===== src/rtl/code5421_serial_decoder.sv =====
// code5421_serial_decoder: receives MSB-first serial 5421-coded digits,
// decodes them to 8421 BCD (optionally undoing a 9's complement) and
// presents each digit through a one-entry valid/ready buffer tagged with
// its position inside a fixed-length frame.
module code5421_serial_decoder #(
  parameter int unsigned DIGITS = 4,
  parameter int unsigned CW     = 3
) (
  input  logic          clock,
  input  logic          reset,
  input  logic          ser_in,
  input  logic          in_valid,
  input  logic          comp,
  output logic          in_ready,
  output logic [3:0]    bcd,
  output logic          err,
  output logic          last,
  output logic [CW-1:0] digit_idx,
  output logic          out_valid,
  input  logic          out_ready
);

  typedef enum logic [1:0] {
    S0 = 2'd0,
    S1 = 2'd1,
    S2 = 2'd2,
    S3 = 2'd3
  } state_t;

  localparam logic [CW-1:0] LAST_IDX = CW'(DIGITS - 1);

  state_t        state_q;
  logic [3:0]    sh_q;
  logic          comp_q;
  logic [CW-1:0] cnt_q;

  logic          xfer;
  logic          done;
  logic [3:0]    code;
  logic          legal;
  logic [3:0]    value;
  logic [3:0]    dec_bcd;
  logic          dec_err;

  // A full buffer that is not draining this cycle blocks every incoming bit.
  assign in_ready = ~(out_valid & ~out_ready);
  assign xfer     = in_valid & in_ready;
  assign done     = xfer & (state_q == S3);
  assign code     = {sh_q[2:0], ser_in};

  // 5421 -> 8421 decode of the completing code, with optional 9's complement undo.
  always_comb begin
    legal   = (code[2:0] <= 3'd4);
    value   = code[3] ? (4'(code[2:0]) + 4'd5) : 4'(code[2:0]);
    dec_bcd = 4'd0;
    dec_err = ~legal;
    if (legal) begin
      dec_bcd = comp_q ? (4'd9 - value) : value;
    end
  end

  // Bit FSM, shift register, frame counter and output buffer.
  always_ff @(posedge clock) begin
    if (reset) begin
      state_q   <= S0;
      sh_q      <= 4'd0;
      comp_q    <= 1'b0;
      cnt_q     <= '0;
      bcd       <= 4'd0;
      err       <= 1'b0;
      last      <= 1'b0;
      digit_idx <= '0;
      out_valid <= 1'b0;
    end else begin
      if (xfer) begin
        sh_q <= code;
        case (state_q)
          S0: begin
            comp_q  <= comp;
            state_q <= S1;
          end
          S1:      state_q <= S2;
          S2:      state_q <= S3;
          default: state_q <= S0;
        endcase
      end

      if (done) begin
        out_valid <= 1'b1;
        bcd       <= dec_bcd;
        err       <= dec_err;
        digit_idx <= cnt_q;
        last      <= (cnt_q == LAST_IDX);
        cnt_q     <= (cnt_q == LAST_IDX) ? '0 : cnt_q + CW'(1);
      end else if (out_ready) begin
        out_valid <= 1'b0;
      end
    end
  end

endmodule


===== config.mk =====
export PLATFORM = sky130hd
export DESIGN_NAME = code5421_serial_decoder
export DESIGN_NICKNAME = d
export VERILOG_FILES = /design/src/rtl/code5421_serial_decoder.sv
export SDC_FILE = /design/constraint.sdc
export NUM_CORES = 1
export LEC_CHECK = 0
export ABC_AREA = 1
export CAP_MARGIN = 25
export CORE_MARGIN = 2
export CORE_UTILIZATION = 54
export DETAILED_ROUTE_END_ITERATION = 6
export GPL_ROUTABILITY_DRIVEN = 0
export PLACE_DENSITY = 0.86
export SYNTH_ARGS = -nofsm -noshare
export SYNTH_HDL_FRONTEND = slang
export SYNTH_SLANG_ARGS = --single-unit

===== constraint.sdc =====
create_clock -name clock -period 3.1 [get_ports clock]
set_input_delay 0.62 -clock clock [delete_from_list [all_inputs] [get_ports clock]]
set_output_delay 0.62 -clock clock [all_outputs]
set_load 0.005 [all_outputs]

==> results.py <==
metrics = {
    "power": {
        "power.switching_w": 0.000116,
        "leakage_nw": 0.502,
        "pwr-share-clk": 0.277,
        "p_seq_frac": 0.585,
        "vdd_drop_max_mv": 0.248,
        "power_density_nw_per_um2": 395,
        "combPwrFrac": 0.139,
        "p_int_w": 0.000330,
        "switching_share": 0.259,
    },
    "worst_setup_path": {
        "reg2reg_from": "sh_q[0]",
        "startpoint_type": "input pin",
        "crit_required_ns": 3.28,
        "critPathMaxFanout": 5,
        "crit_arrival_ns": 2.58,
        "r2r-end": "bcd[2]",
        "crit_path_end_kind": "flip-flop",
        "r2r_cells": 9,
        "crit_type": "in -> reg",
        "r2r_slack_ns": 1.19,
    },
    "die": {
        "die_w_um": 45.6,
        "num_io_pins": 17,
        "start_util": 0.560,
        "num_rows": 15,
        "coreArea_um2": 1670,
        "dieArea_um2": 2080,
        "die_h_um": 45.6,
    },
    "yosys": {
        "syn_area_um2": 936,
        "yosysWarnings": 0,
        "syn_nets": 133,
        "synth-seq-cells": 19,
        "synthCells": 120,
        "seq_area_frac_synth": 0.406,
        "ys_types": 21,
        "syn_area_per_cell_um2": 7.80,
    },
    "route": {
        "drc": 0,
        "dr.pass1.iters": 4,
        "ant_nets": 0,
        "wirelength_mm": 1.66,
        "drtIter0Drc": 20,
        "avgRoutedWirePerCell_um": 10.7,
        "vias": 792,
        "via_per_inst": 5.11,
    },
    "sta": {
        "layout_min_cycle_time_ns": 2.40,
        "max_freq_mhz": 417,
        "finClkSkew_ns": 0.00351,
        "finalHoldViolations": 0,
        "finalMaxSlewViolations": 0,
        "finalSetupViolCount": 0,
        "tightest_slew_ns": 0.362,
        "slew_headroom": 0.758,
        "rsz0062_at_grt": "no",
        "finalSetupTns_ns": 0,
        "layout_setup_ws_ns": 0.701,
        "min_period_over_period": 0.774,
    },
    "clocking": {
        "cts_resized": 0,
        "cts-root-buf": "clkbuf_4",
        "ctsHoldBuffers": 0,
        "ctsHtreeMaxLevel": 1,
        "tritoncts": "yes",
        "clk_latency_ns": 0.30,
        "clk_pin_slew_worst_paths_ns": 0.10,
        "cts_sinks": 19,
        "post_cts_buffers": 0,
        "clock_path_buffers": 2,
        "numCtsBuffers": 3,
    },
    "cells_and_area": {
        "nNetsFinal": 152,
        "fillers": 158,
        "utilization": 0.675,
        "diodes": 0,
        "fin_area_um2": 1130,
        "syn_to_final_growth_pct": 20.5,
        "drive_gt1_frac": 0.0870,
    },
    "place": {
        "port_buffers": 16,
        "place_ws_ns": 0.383,
        "place_area_um2": 1100,
        "dp.final_hpwl_mm": 1.30,
    },
    "global_routing": {
        "grt_pass1_wl_mm": 2.85,
        "antenna_found_initial": 0,
        "grt_max_degree": 13,
        "grt_usage": 0.186,
        "grt_overflow_total": 0,
        "grt_pass1_vias": 723,
    },
    "min_path": {
        "worstHoldPathType": "reg -> reg",
        "min_from": "digit_idx[1]",
        "worst_hold_path.endpoint": "digit_idx[1]",
        "hold_depth": 2,
    },
    "outcome": {
        "status": "finished, final reports clean",
    },
    "run": {
        "maxCapViolCount": 0,
    },
}
Yosys cell counts:
library cell	instances	share of area
ha_1	7	0.094
inv_2	1	0.0040
or2_1	1	0.0067
nand2_1	29	0.12
nor2_1	4	0.016
nand3_1	9	0.048
o21bai_1	1	0.0080
nor2_4	1	0.012
o21ai_0	7	0.037
inv_1	17	0.068
o21a_1	1	0.0080
nand3_4	1	0.019
nand2_4	2	0.024
a21oi_1	13	0.070
or2_2	1	0.0067
a21oi_4	1	0.017
dfxtp_1	19	0.41
nor2_2	2	0.013
buf_6	1	0.012
buf_2	1	0.0053
a211oi_1	1	0.0080
power by group through the flow:
stage / clock, W / sequential (W) / combinational, W
2_1_floorplan: 0 / 0.000264 / 0.0000426
3_3_place_gp: 0 / 0.000265 / 0.0000587
3_5_place_dp: 0 / 0.000266 / 0.0000617
4_1_cts: 0.000127 / 0.000260 / 0.0000624
5_1_grt: 0.000139 / 0.000262 / 0.0000712
6_report: 0.000123 / 0.000260 / 0.0000619
critical path, stage by stage:
cell	delay (ns)
clkdlybuf4s50_1	0.55
inv_1	0.08
ha_1	0.28
or2_1	0.23
o21a_1	0.12
inv_1	0.06
ha_1	0.21
or2_2	0.28
nand3_1	0.08
a21oi_1	0.06
metal layers:
| metal | vias up | global-route usage | share of wire |
|---|---|---|---|
| met5 | - | 0 | 0 |
| met2 | 14 | 0.330 | 0.49 |
| met3 | 5 | 0.0357 | 0.034 |
| met4 | 0 | 0.0824 | 0.019 |
| li1 | 421 | - | - |
| met1 | 352 | 0.214 | 0.45 |
metrics by stage:
stage / cells / hold WS (ns) / power, W
6_report: 155 / 0.469 / 0.000445
5_1_grt: 155 / 0.494 / 0.000473
4_1_cts: 155 / 0.470 / 0.000450
3_5_place_dp: 151 / 0.457 / 0.000328
3_3_place_gp: 151 / 0.453 / 0.000324
2_1_floorplan: 120 / 0.445 / 0.000307
area by class of cell:
class,instances,area (µm²),area share
clock buffers,4,26.3,0.0233
inverters,18,67.6,0.0599
multi-input cells,81,472,0.418
flip-flops and latches,19,380,0.337
well taps,17,21.3,0.0189
repair buffers,16,160,0.142
logic make-up after synthesis:
family,after synthesis,share of synthesized area
and+or+nand+nor,50,0.262
AOI/OAI and AO/OA,24,0.148
buffers and inverters,20,0.0896
DFF,19,0.406
adders and majority gates,7,0.0936
registers in the layout (all words and copies together), names as in the netlist:
signal / cells
bcd: 4
cnt_q: 3
comp_q: 1
digit_idx: 3
err: 1
last: 1
out_valid: 1
sh_q: 3
state_q: 2
placed cells by master (no fill, tap or decap), types with 2 or more instances in the layout:
cell	netlist	final
clkdlybuf4s50_1	0	16
nor2_1	4	4
nand2_1	29	29
inv_1	17	17
nor2_2	2	2
clkbuf_4	0	3
nand2_4	2	2
nand3_1	9	9
ha_1	7	7
o21ai_0	7	7
a21oi_1	13	13
dfxtp_1	19	19
worst max path at each step:
stage | startpoint | end | slack (ns) | depth (start not counted)
after floorplan | ser_in | bcd[2] | 1.08 | 9
final | ser_in | bcd[2] | 0.70 | 10
after global placement | ser_in | bcd[2] | 0.47 | 10
after CTS | ser_in | bcd[2] | 0.70 | 10
after detailed placement | ser_in | bcd[2] | 0.38 | 10
after global routing | ser_in | bcd[2] | 0.62 | 10
(Power assumes the default switching activity.)
